**src/rtl/addsub_pkg.sv**
```systemverilog
// Shared types and helpers for the segmented add/subtract pipeline.
// Provides the operation encoding and the ceil-divide used for stage count.
package addsub_pkg;

  typedef enum logic {
    OP_ADD = 1'b0,
    OP_SUB = 1'b1
  } op_e;

  function automatic int nseg(input int w, input int s);
    return (w + s - 1) / s;
  endfunction

endpackage

```
**src/rtl/addsub_seg_stage.sv**
```systemverilog
// One registered adder slice: resolves segment IDX plus the incoming carry.
// Ports: clk/rst/en, input bundle (vld,a,b,res,carry), registered copy (*_q).
module addsub_seg_stage #(
  parameter int WIDTH = 10,
  parameter int SEG_W = 5,
  parameter int IDX   = 0
) (
  input  logic             clk,
  input  logic             rst,
  input  logic             en,
  input  logic             vld,
  input  logic [WIDTH-1:0] a,
  input  logic [WIDTH-1:0] b,
  input  logic [WIDTH-1:0] res,
  input  logic             carry,
  output logic             vld_q,
  output logic [WIDTH-1:0] a_q,
  output logic [WIDTH-1:0] b_q,
  output logic [WIDTH-1:0] res_q,
  output logic             carry_q
);

  localparam int LO = IDX * SEG_W;
  localparam int HI = (LO + SEG_W > WIDTH) ? WIDTH - 1 : LO + SEG_W - 1;
  localparam int SW = HI - LO + 1;

  logic [SW:0]      seg_sum;
  logic [WIDTH-1:0] res_next;

  assign seg_sum = {1'b0, a[HI:LO]}
                 + {1'b0, b[HI:LO]}
                 + {{SW{1'b0}}, carry};

  always_comb begin
    res_next        = res;
    res_next[HI:LO] = seg_sum[SW-1:0];
  end

  always_ff @(posedge clk) begin
    if (rst) begin
      vld_q   <= 1'b0;
      a_q     <= '0;
      b_q     <= '0;
      res_q   <= '0;
      carry_q <= 1'b0;
    end else if (en) begin
      vld_q   <= vld;
      a_q     <= a;
      b_q     <= b;
      res_q   <= res_next;
      carry_q <= seg_sum[SW];
    end
  end

endmodule

```
**src/rtl/addsub_pipe.sv**
```systemverilog
// Pipelined add/subtract with valid/ready, carry-out and signed overflow.
// Ports: i_clk,i_rst,i_valid,o_ready,i_sub,i_a,i_b,i_cin / o_valid,i_ready,
// o_result,o_cout,o_ovf. Define SATURATE_EN to clamp overflowed results.
module addsub_pipe
  import addsub_pkg::*;
#(
  parameter int WIDTH = 10,
  parameter int SEG_W = 5
) (
  input  logic             i_clk,
  input  logic             i_rst,
  input  logic             i_valid,
  output logic             o_ready,
  input  logic             i_sub,
  input  logic [WIDTH-1:0] i_a,
  input  logic [WIDTH-1:0] i_b,
  input  logic             i_cin,
  output logic             o_valid,
  input  logic             i_ready,
  output logic [WIDTH-1:0] o_result,
  output logic             o_cout,
  output logic             o_ovf
);

  localparam int NSEG = nseg(WIDTH, SEG_W);

  op_e              op;
  logic [WIDTH-1:0] b_op;
  logic             c_op;
  logic             en;

  logic             vld_s [NSEG+1];
  logic [WIDTH-1:0] a_s   [NSEG+1];
  logic [WIDTH-1:0] b_s   [NSEG+1];
  logic [WIDTH-1:0] r_s   [NSEG+1];
  logic             c_s   [NSEG+1];

  assign op = op_e'(i_sub);

  // Subtraction is A + ~B + ~cin, so borrow-in maps onto carry-in.
  always_comb begin
    b_op = i_b;
    c_op = i_cin;
    if (op == OP_SUB) begin
      b_op = ~i_b;
      c_op = ~i_cin;
    end
  end

  assign vld_s[0] = i_valid;
  assign a_s[0]   = i_a;
  assign b_s[0]   = b_op;
  assign r_s[0]   = '0;
  assign c_s[0]   = c_op;

  for (genvar k = 0; k < NSEG; k++) begin : g_seg
    addsub_seg_stage #(
      .WIDTH(WIDTH),
      .SEG_W(SEG_W),
      .IDX  (k)
    ) u_seg (
      .clk    (i_clk),
      .rst    (i_rst),
      .en     (en),
      .vld    (vld_s[k]),
      .a      (a_s[k]),
      .b      (b_s[k]),
      .res    (r_s[k]),
      .carry  (c_s[k]),
      .vld_q  (vld_s[k+1]),
      .a_q    (a_s[k+1]),
      .b_q    (b_s[k+1]),
      .res_q  (r_s[k+1]),
      .carry_q(c_s[k+1])
    );
  end

  // Whole pipe freezes while the head result waits on the consumer.
  assign o_valid = vld_s[NSEG];
  assign en      = !(o_valid && !i_ready);
  assign o_ready = en;

  logic             a_msb;
  logic             b_msb;
  logic [WIDTH-1:0] res;
  logic             unused_bits;

  assign a_msb       = a_s[NSEG][WIDTH-1];
  assign b_msb       = b_s[NSEG][WIDTH-1];
  assign res         = r_s[NSEG];
  assign unused_bits = ^{a_s[NSEG][WIDTH-2:0], b_s[NSEG][WIDTH-2:0]};

  assign o_cout = c_s[NSEG];
  assign o_ovf  = (a_msb == b_msb) && (res[WIDTH-1] != a_msb);

`ifdef SATURATE_EN
  localparam logic [WIDTH-1:0] SMAX = {1'b0, {(WIDTH-1){1'b1}}};
  localparam logic [WIDTH-1:0] SMIN = {1'b1, {(WIDTH-1){1'b0}}};

  assign o_result = o_ovf ? (a_msb ? SMIN : SMAX) : res;
`else
  assign o_result = res;
`endif

endmodule

```
**config.mk**
```make
export PLATFORM = sky130hd
export DESIGN_NAME = addsub_pipe
export DESIGN_NICKNAME = d
export VERILOG_FILES = /design/src/rtl/addsub_pkg.sv /design/src/rtl/addsub_seg_stage.sv /design/src/rtl/addsub_pipe.sv
export SDC_FILE = /design/constraint.sdc
export NUM_CORES = 1
export LEC_CHECK = 0
export CORE_MARGIN = 1
export CORE_UTILIZATION = 35
export DETAILED_ROUTE_END_ITERATION = 16
export PLACE_DENSITY = 0.54
export REMOVE_ABC_BUFFERS = 1
export SETUP_SLACK_MARGIN = 0.3
export SLEW_MARGIN = 20
export SYNTH_ARGS = -nofsm -noshare
export SYNTH_HDL_FRONTEND = slang
export SYNTH_HIERARCHICAL = 1
export SYNTH_SLANG_ARGS = --single-unit
```
**constraint.sdc**
```tcl
create_clock -name i_clk -period 2.6 [get_ports i_clk]
set_input_delay 0.65 -clock i_clk [delete_from_list [all_inputs] [get_ports i_clk]]
set_output_delay 0.65 -clock i_clk [all_outputs]
set_load 0.01 [all_outputs]
```
==> metrics.md, run 1 <==
| Metric | Value |
|---|---|
| FF-to-FF End | `g_seg[1].u_seg/res_q[9]` |
| CTS buffer count | `5` |
| Die Area | `5030 um^2` |
| CTS sink cnt | `31` |
| Mapped Cells | `174` |
| Overall die width | `70.93 um` |
| Deepest clock path buffer count | `2` |
| Fmax | `0.4401 GHz` |
| DRC | `0` |
| Initial DRC Count | `96` |
| I/O pin count | `40` |
| Unrepaired setup endpoints after global routing | `false` |
| Layout cells sized above 1 | `11.68%` |
| Worst Hold Slack | `481.7 ps` |
| Vias in the first global route | `1335` |
| Router iterations before antenna repair | `10` |
| Pre-CTS WS | `-330.0 ps` |
| Hold EP | `g_seg[1].u_seg/res_q[5]` |
| Final Setup Violations | `0` |
| Syn_area_per_cell | `9.557 um^2` |
| Slew @ Worst Pin | `499.0 ps` |
| Slew HR | `66.63%` |
| Largest net degree at the start of global routing | `37` |
| Via density | `4.917` |
| Reg2Reg Launch Point | `g_seg[0].u_seg/a_q[5]` |
| Via count | `1308` |
| Post-layout instance count excluding filler cells | `266` |
| Routed WL per cell | `12.52 um` |
| Crit path capture type | `flop` |
| Fin worst setup slack | `327.5 ps` |
| Clk_skew | `2.418 ps` |
| CTS tree | `done` |
| Cts hold-fix bufs | `0` |
| Worst EP required | `2780 ps` |
| Kind of critical path | `in2reg` |
| Die height | `70.93 um` |
| Worst hold path cell count | `2` |
| Final GP Congestion | `0.8131` |
| Worst Hold Launch | `g_seg[1].u_seg/res_q[5]` |
| Slowest stage delay, CP | `450 ps` |
| Area of the core | `4474 um^2` |
| Syn-to-layout area delta | `31.30%` |
| GRT overflow | `0` |
| Worst hold path type | `reg2reg` |
| Area after DPL | `2097 um^2` |
| Status | `finished clean` |
| Reg2reg path depth | `7` |
| Later-pin clock latency in the skew report | `270 ps` |
| Post-Synthesis Cell Area | `1663 um^2` |
| Fin crit period | `2272 ps` |
| Crit path cell chain | `clkdlybuf4s50_1 > xor2_2 > buf_4 > fa_2 > a21o_2 > a2111o_1 > o311ai_1` |
| Power density over cell area | `545.9 nW/um^2` |
| Maxcap violations | `0` |
| Syn. warnings | `6` |
| Detailed Route WL | `3331 um` |
| Commonest non-fill, non-tap cell in the layout | `clkdlybuf4s50_1` |
| GRT Total Usage | `14.36%` |
| Clk root buf | `clkbuf_8` |
| Antenna violations before repair | `0` |
| Hold Fails Final Rpt | `0` |
| Period utilization | `87.40%` |
| Post-DP HPWL | `2475 um` |
| Final nets | `253` |
| Placed insts | `259` |
| Worst VDD drop | `0.2074 mV` |
| Design area | `2183 um^2` |
| Fin Setup TNS | `0 ps` |
| Leakage Power | `1.069 nW` |
| Cell Rows | `24` |
| Initial Util | `37.16%` |
| Routed Antenna Nets | `0` |
| Nature of the critical path startpoint | `primary input` |
| R2r setup slk | `690 ps` |
| Clock-pin slew on the worst setup and hold paths | `60 ps` |
| Critical-path cell with the highest stage delay | `clkdlybuf4s50_1` |
| Worst Path Arrival | `2450 ps` |
| Most frequent cells in the layout | `clkdlybuf4s50_1 (34), dfxtp_1 (31), nor2_1 (27)` |
| Global-route wire length before repair | `5616 um` |
| H-tree depth | `2` |
| Crit-path max FO | `2` |
| N_diodes | `0` |
| Number of port buffers | `39` |
| Max-slew violation count | `0` |
==> layout make-up <==
type / count / area (um^2)
clock buffer: 6 / 72.57
timing repair buffer: 50 / 466.7
fill: 453 / 2291
inverter: 12 / 45.04
multi-input combinational: 115 / 913.4
sequential: 31 / 620.6
tap: 52 / 65.06
==> metrics by stage <==
step           power, mW  util [%]
6_report           1.192     48.80
5_1_grt            1.277     48.80
4_1_cts            1.214     48.49
3_5_place_dp      0.8649     46.87
3_3_place_gp      0.8571     46.87
2_1_floorplan     0.7184         -
==> per-layer routing <==
layer	up-vias	global-route usage, %	share of wire, %
met3	5	4.843	4.9
met2	40	24.79	47
li1	664	-	-
met4	0	6.889	0.90
met1	599	15.88	47
met5	-	0	0
==> report_power, final <==
part | switching (mW) | internal, mW | total, mW
Combinational | 0.130 | 0.172 | 0.302
Sequential | 0.0290 | 0.525 | 0.554
Clock | 0.158 | 0.178 | 0.336
==> registers in the layout (all words and copies together), names as in the netlist <==
register / count
g_seg.u_seg/carry_q: 2
g_seg.u_seg/a_q: 6
g_seg.u_seg/b_q: 6
g_seg.u_seg/res_q: 15
g_seg.u_seg/vld_q: 2
==> worst max path at each step <==
stage,to,slack [ps],start,cells after the start
after detailed placement,g_seg[0].u_seg/res_q[4],-330,i_sub,9
after floorplan,g_seg[0].u_seg/res_q[4],40,i_ready,4
after CTS,g_seg[0].u_seg/res_q[4],300,i_sub,9
after global routing,g_seg[0].u_seg/res_q[4],300,i_b[1],7
final,g_seg[0].u_seg/res_q[4],330,i_b[1],7
after global placement,g_seg[0].u_seg/res_q[4],-230,i_sub,9
==> what timing repair did <==
item,4_1_cts,5_1_grt
gates resized for setup,8,5
pin swaps,5,2
buffers inserted,0,1
setup endpoints to repair,5,2
==> critical path, delay by kind of cell <==
kind | cells | cell delay (ps)
compound gates | 3 | 640
buf+inv | 2 | 590
fa+ha+maj | 1 | 360
xor+xnor | 1 | 200
(Power assumes the default switching activity.)
==> run 2: changes to the inputs <==
CORE_MARGIN = default   (was 1)
PLACE_DENSITY = 0.59   (was 0.54)
SYNTH_HIERARCHICAL = default   (was 1)
==> metrics.md, run 2 <==
| Metric | Value |
|---|---|
| Status | `finished clean` |
| Fmax | `0.4501 GHz (+2.3%)` |
| Clk_skew | `7.875 ps (+5.456 ps)` |
| Worst path buffer plus inverter count | `3 (+1)` |
| Final Setup Violations | `0 (unchanged)` |
| Initial Util | `37.74% (+0.58 points)` |
| Worst EP required | `1950 ps (-830 ps)` |
| Syn. warnings | `0 (-6)` |
| Power density over cell area | `616.4 nW/um^2 (+13%)` |
| Cts hold-fix bufs | `0 (unchanged)` |
| Nature of the critical path startpoint | `primary input` |
| I/O pin count | `40 (unchanged)` |
| GRT Total Usage | `16.32% (+2.0 points)` |
| Worst VDD drop | `0.3858 mV (+86%)` |
| Crit path capture type | `output port` |
| Largest registers | `g_seg.u_seg.res_q (15), g_seg.u_seg.a_q (6), g_seg.u_seg.b_q (6)` |
| Ys async rst share | `0%` |
| CP top delay family | `buffers and inverters` |
| Reg2reg path depth | `7 (unchanged)` |
| Leakage Power | `0.9022 nW (-16%)` |
| Cell with the most instances after synthesis | `nand2_1` |
| Via density | `4.902 (-0.31%)` |
| Overall die width | `68.85 um (-2.9%)` |
| CTS buffer count | `5 (unchanged)` |
| Routed Antenna Nets | `0 (unchanged)` |
| Kind of critical path | `in2out` |
| Yosys top cell by area | `dfxtp_1` |
| Number of port buffers | `39 (unchanged)` |
| Synth top area share | `39.68%` |
| Worst Path Arrival | `1570 ps (-880 ps)` |
| CTS tree | `done` |
| Clk root buf | `clkbuf_8` |
| Slowest stage delay, CP | `420 ps (-30 ps)` |
| Largest net degree at the start of global routing | `36 (-2.7%)` |
| Layout cells sized above 1 | `11.95% (+0.26 points)` |
| Most flop-heavy register | `g_seg.u_seg.res_q` |
| Clock-pin slew on the worst setup and hold paths | `60 ps (about the same)` |
| Max-slew violation count | `0 (unchanged)` |
| Commonest non-fill, non-tap cell in the layout | `nand2_1` |
| Crit-path max FO | `2 (unchanged)` |
| Syn_area_per_cell | `8.689 um^2 (-9.1%)` |
| Worst Hold Launch | `g_seg[1].u_seg.res_q[2]` |
| Worst hold path type | `reg2reg` |
| Post-Synthesis Cell Area | `1564 um^2 (-5.9%)` |
| Slew HR | `76.89% (+10 points)` |
| Routed WL per cell | `12.43 um (-0.76%)` |
| Detailed Route WL | `3430 um (+3.0%)` |
| Reg2Reg Launch Point | `g_seg[0].u_seg.a_q[5]` |
| Period utilization | `85.44% (-2.0 points)` |
| FF-to-FF End | `g_seg[1].u_seg.res_q[9]` |
| H-tree depth | `2 (unchanged)` |
| Crit path cell chain | `clkdlybuf4s50_1 > nor2b_2 > inv_2 > dlygate4sd2_1` |
| Fin crit period | `2222 ps (-50.92 ps)` |
| Maxcap violations | `0 (unchanged)` |
| Deepest clock path buffer count | `2 (unchanged)` |
| Ranking of synthesized cells by area | `dfxtp_1 (40%), nand2_1 (8.4%), a21oi_1 (6.4%)` |
| GRT overflow | `0 (unchanged)` |
| Global-route wire length before repair | `5630 um (+0.25%)` |
| Hold EP | `g_seg[1].u_seg.res_q[2]` |
| Final Power | `1.343 mW (+13%)` |
| Post-synth EDFFs | `0` |
| Router iterations before antenna repair | `4 (-6)` |
| Antenna violations before repair | `0 (unchanged)` |
| Vias in the first global route | `1252 (-6.2%)` |
| Top cells by count, synth | `nand2_1 (35), dfxtp_1 (31), a21oi_1 (20), nor2_1 (13), a211oi_1 (9)` |
| Mapped Cells | `180 (+3.4%)` |
| R2r setup slk | `900 ps (+210 ps)` |
| Most frequent cells in the layout | `nand2_1 (35), clkdlybuf4s50_1 (34), dfxtp_1 (31)` |
| Die height | `68.85 um (-2.9%)` |
| Cell Rows | `23 (-4.2%)` |
| Post-DP HPWL | `2413 um (-2.5%)` |
| Final core occ | `52.57% (+3.8 points)` |
| Critical-path cell with the highest stage delay | `clkdlybuf4s50_1` |
| N_diodes | `0 (unchanged)` |
| Initial DRC Count | `43 (-55%)` |
| Worst hold path cell count | `2 (unchanged)` |
| Hold Fails Final Rpt | `0 (unchanged)` |
| Later-pin clock latency in the skew report | `280 ps (about the same)` |
| Final nets | `263 (+4.0%)` |
| CTS sink cnt | `31 (unchanged)` |
| Syn-to-layout area delta | `39.28%` |
| Area of the core | `4144 um^2 (-7.4%)` |
| Unique masters post-synth | `31` |
| Flops & latches, synth | `31` |
| Via count | `1353 (+3.4%)` |
| Die Area | `4740 um^2 (-5.8%)` |
| Slew @ Worst Pin | `345.5 ps (-153.5 ps)` |
| Post-synth top flop | `dfxtp_1` |
| DRC | `0 (unchanged)` |
| Unrepaired setup endpoints after global routing | `false` |
| Max FFs per register | `15 (unchanged)` |
| Final GP Congestion | `0.7488 (-7.9%)` |
| Sequential area share after synthesis | `39.68%` |
[run 2: final cells by class]
type                            count  area [um^2]
Clock buffer                        6        82.58
Clock inverter                      2        35.03
Fill cell                         398         1966
Inverter                            5        18.77
Multi-Input combinational cell    133        892.1
Sequential cell                    31        620.6
Tap cell                           50        62.56
Timing Repair Buffer               49        466.7
[run 2: cells by family (layout without fill, tap and decap cells)]
kind of cell,count (synthesis),in the layout,share of synthesized area [%]
AND/OR/NAND/NOR,67,67,19.68
AO/OA/AOI/OAI,41,41,17.28
flip-flops,31,31,39.68
buffers and inverters,16,62,4.559
XOR/XNOR,13,13,7.280
adder cells (fa/ha/maj),12,12,11.52
[run 2: timing repair]
item | CTS | global route
pin swaps | 0 | 6
setup buffers | 0 | 1
setup endpoints to repair | 5 | 2
resized for setup | 4 | 8
[run 2: power breakdown]
group          total, mW  switching [mW]  internal [mW]
Clock              0.492           0.182          0.310
Sequential         0.553          0.0267          0.526
Combinational      0.298           0.133          0.165
[run 2: worst min-delay path, cell delays in order (launching register included)]
cell     delay (ps)
dfxtp_1         310
nand2_1          50
a21oi_1          50
[run 2: worst max path at each step]
stage | from | endpoint | cells after the start
CTS | i_b[0] | g_seg[0].u_seg.res_q[4] | 7
global placement | i_sub | g_seg[0].u_seg.res_q[4] | 7
floorplan | i_sub | g_seg[0].u_seg.res_q[4] | 6
finish | i_ready | o_ready | 4
detailed placement | i_sub | g_seg[0].u_seg.res_q[4] | 7
global route | i_b[0] | g_seg[0].u_seg.res_q[4] | 7
[run 2: layer usage]
metal  GRT usage [%]  wire, um  part of all wire (%)  vias up
li1                -         -                     -      705
met4           6.122        42                   1.2        0
met2           25.85      1546                    45       33
met5               0         0                     0        -
met3           4.112       196                   5.7        7
met1           21.18      1645                    48      608
[run 2: through the flow]
| step | setup slack [ps] | instances | area [um^2] | hold WS (ps) | TNS [ps] |
|---|---|---|---|---|---|
| global placement | -275.1 | 267 | 2032 | 438.9 | -371.4 |
| floorplan | 250.7 | 169 | 1511 | 425.8 | 0 |
| finish | 378.5 | 276 | 2178 | 446.4 | 0 |
| CTS | 172.8 | 275 | 2152 | 451.9 | 0 |
| global route | 305.8 | 276 | 2178 | 470.6 | 0 |
| detailed placement | -329.8 | 267 | 2032 | 444.3 | -526.0 |
==> run 3: changes to the inputs <==
clock period = 2.8 ns   (was 2.6 ns; I/O delays follow)
==> metrics.md, run 3 (synthesis gave the netlist of run 2 again) <==
| Metric | Value |
|---|---|
| Cts hold-fix bufs | `0 (unchanged)` |
| Worst VDD drop | `0.3612 mV (-6.4%)` |
| Detailed Route WL | `3512 um (+2.4%)` |
| Fin crit period | `2470 ps` |
| Via density | `4.938 (+0.73%)` |
| Leakage Power | `0.8761 nW (-2.9%)` |
| Worst hold path cell count | `2 (unchanged)` |
| Worst EP required | `3010 ps (+1060 ps)` |
| H-tree depth | `2 (unchanged)` |
| N_diodes | `0 (unchanged)` |
| Die Area | `4740 um^2 (unchanged)` |
| DRC | `0 (unchanged)` |
| Router iterations before antenna repair | `4 (unchanged)` |
| FF-to-FF End | `g_seg[1].u_seg.res_q[9]` |
| Final GP Congestion | `0.7511 (+0.31%)` |
| Crit path capture type | `flop` |
| Fmax | `0.4048 GHz` |
| Kind of critical path | `in2reg` |
| Deepest clock path buffer count | `2 (unchanged)` |
| Area of the core | `4144 um^2 (unchanged)` |
| Via count | `1358 (+0.37%)` |
| Syn-to-layout area delta | `37.92%` |
| Die height | `68.85 um (unchanged)` |
| Routed Antenna Nets | `0 (unchanged)` |
| Slew HR | `55.40% (-21 points)` |
| Slowest stage delay, CP | `410 ps (about the same)` |
| I/O pin count | `40 (unchanged)` |
| R2r setup slk | `1080 ps (+180 ps)` |
| Worst Hold Slack | `451.1 ps (+4.704 ps)` |
| Global-route wire length before repair | `5713 um (+1.5%)` |
| GRT Total Usage | `16.82% (+0.50 points)` |
| Reg2reg path depth | `7 (unchanged)` |
| Final Setup Violations | `0 (unchanged)` |
| Initial DRC Count | `30 (-30%)` |
| Unrepaired setup endpoints after global routing | `false` |
| Period utilization | `88.23%` |
| Status | `finished clean` |
| Power density over cell area | `568.1 nW/um^2 (-7.8%)` |
| Commonest non-fill, non-tap cell in the layout | `clkdlybuf4s50_1` |
| Layout cells sized above 1 | `10.67% (-1.3 points)` |
| Post-DP HPWL | `2405 um (-0.33%)` |
| Vias in the first global route | `1223 (-2.3%)` |
| Max FFs per register | `15 (unchanged)` |
| Worst Hold Launch | `g_seg[1].u_seg.res_q[1]` |
| Most frequent cells in the layout | `clkdlybuf4s50_1 (36), nand2_1 (35), dfxtp_1 (31)` |
| Worst Path Arrival | `2680 ps (+1110 ps)` |
| Largest registers | `g_seg.u_seg.res_q (15), g_seg.u_seg.a_q (6), g_seg.u_seg.b_q (6)` |
| Reg2Reg Launch Point | `g_seg[0].u_seg.a_q[5]` |
| Routed WL per cell | `12.77 um (+2.8%)` |
| Maxcap violations | `0 (unchanged)` |
| Critical-path cell with the highest stage delay | `clkdlybuf4s50_1` |
| Crit path cell chain | `clkdlybuf4s50_1 > xor2_1 > fa_2 > fa_2 > a21o_1 > a2111o_1 > o211ai_1` |
| Max-slew violation count | `0 (unchanged)` |
| Worst hold path type | `reg2reg` |
| Hold EP | `g_seg[1].u_seg.res_q[1]` |
| Slew @ Worst Pin | `666.9 ps (+321.4 ps)` |
| CTS buffer count | `5 (unchanged)` |
| CTS sink cnt | `31 (unchanged)` |
| Clk_skew | `5.093 ps (-2.781 ps)` |
| GRT overflow | `0 (unchanged)` |
| Number of port buffers | `39 (unchanged)` |
| Cell mode on critical path | `fa_2` |
| CTS tree | `done` |
| Nature of the critical path startpoint | `primary input` |
| Crit-path max FO | `2 (unchanged)` |
| Final core occ | `52.05% (-0.51 points)` |
| Most flop-heavy register | `g_seg.u_seg.res_q` |
| Cell Rows | `23 (unchanged)` |
| Hold Fails Final Rpt | `0 (unchanged)` |
| Initial Util | `37.74% (unchanged)` |
| Antenna violations before repair | `0 (unchanged)` |
| Overall die width | `68.85 um (unchanged)` |
| Largest net degree at the start of global routing | `36 (unchanged)` |
| Clk root buf | `clkbuf_8` |
| Final nets | `262 (-0.38%)` |
| Clock-pin slew on the worst setup and hold paths | `70 ps (about the same)` |
| Later-pin clock latency in the skew report | `280 ps (about the same)` |
## run 3: worst max-delay path, delay by kind of cell
kind	cells	cell delay [ps]
AO/OA/AOI/OAI	3	630
XOR/XNOR	1	160
adder cells (fa/ha/maj)	2	780
buffers and inverters	1	410
## run 3: worst max-delay path by stage
stage               startpoint                      end  slack, ps  cells after the start
floorplan              i_ready                  o_ready        380                      2
global placement         i_sub  g_seg[0].u_seg.res_q[4]       -120                      7
detailed placement       i_sub  g_seg[0].u_seg.res_q[4]       -210                      7
CTS                     i_b[0]  g_seg[0].u_seg.res_q[4]        260                      7
global route             i_cin  g_seg[0].u_seg.res_q[4]        290                      7
finish                   i_cin  g_seg[0].u_seg.res_q[4]        330                      7
## run 3: cell type report
type                       instances  area, um^2
clock inverter                     3       43.79
clock buffer                       5       68.82
multi-input combinational        133       884.6
timing repair buffer              48       457.9
sequential                        31       620.6
fill                             401        1987
tap                               50       62.56
inverter                           5       18.77
## run 3: timing repair
| item | 4_1_cts | 5_1_grt |
|---|---|---|
| endpoints found under the setup margin | 3 | 1 |
| pin swaps | 0 | 5 |
| buffers inserted | 0 | 3 |
| endpoints found under the hold margin | 0 | 0 |
| gates resized for setup | 3 | 3 |
| cloned | 0 | 0 |
## run 3: power by group
| part | total (mW) | switching (mW) | leakage [nW] | internal [mW] |
|---|---|---|---|---|
| Clock | 0.432 | 0.168 | 0.0581 | 0.264 |
| Sequential | 0.514 | 0.0256 | 0.257 | 0.489 |
| Combinational | 0.279 | 0.125 | 0.561 | 0.154 |
| Total | 1.23 | 0.318 | 0.876 | 0.907 |
## run 3: routing by layer
layer / share of wire, % / track usage [%] / wire length [um] / vias up
li1: - / - / - / 701
met1: 48 / 21.84 / 1691 / 616
met2: 45 / 26.21 / 1583 / 37
met3: 5.7 / 5.428 / 200 / 4
met4: 1.0 / 5.357 / 36 / 0
met5: 0 / 0 / 0 / -
## run 3: per-stage QoR
stage	TNS [ps]	setup slack [ps]	area (um^2)	cells	power, mW
6_report	0	329.7	2157	275	1.225
5_1_grt	0	292.7	2157	275	1.298
4_1_cts	0	261.8	2122	272	1.230
3_5_place_dp	-230.4	-206.3	2009	264	0.7915
3_3_place_gp	-124.4	-124.4	2009	264	0.7848
2_1_floorplan	0	383.9	1511	169	0.6628
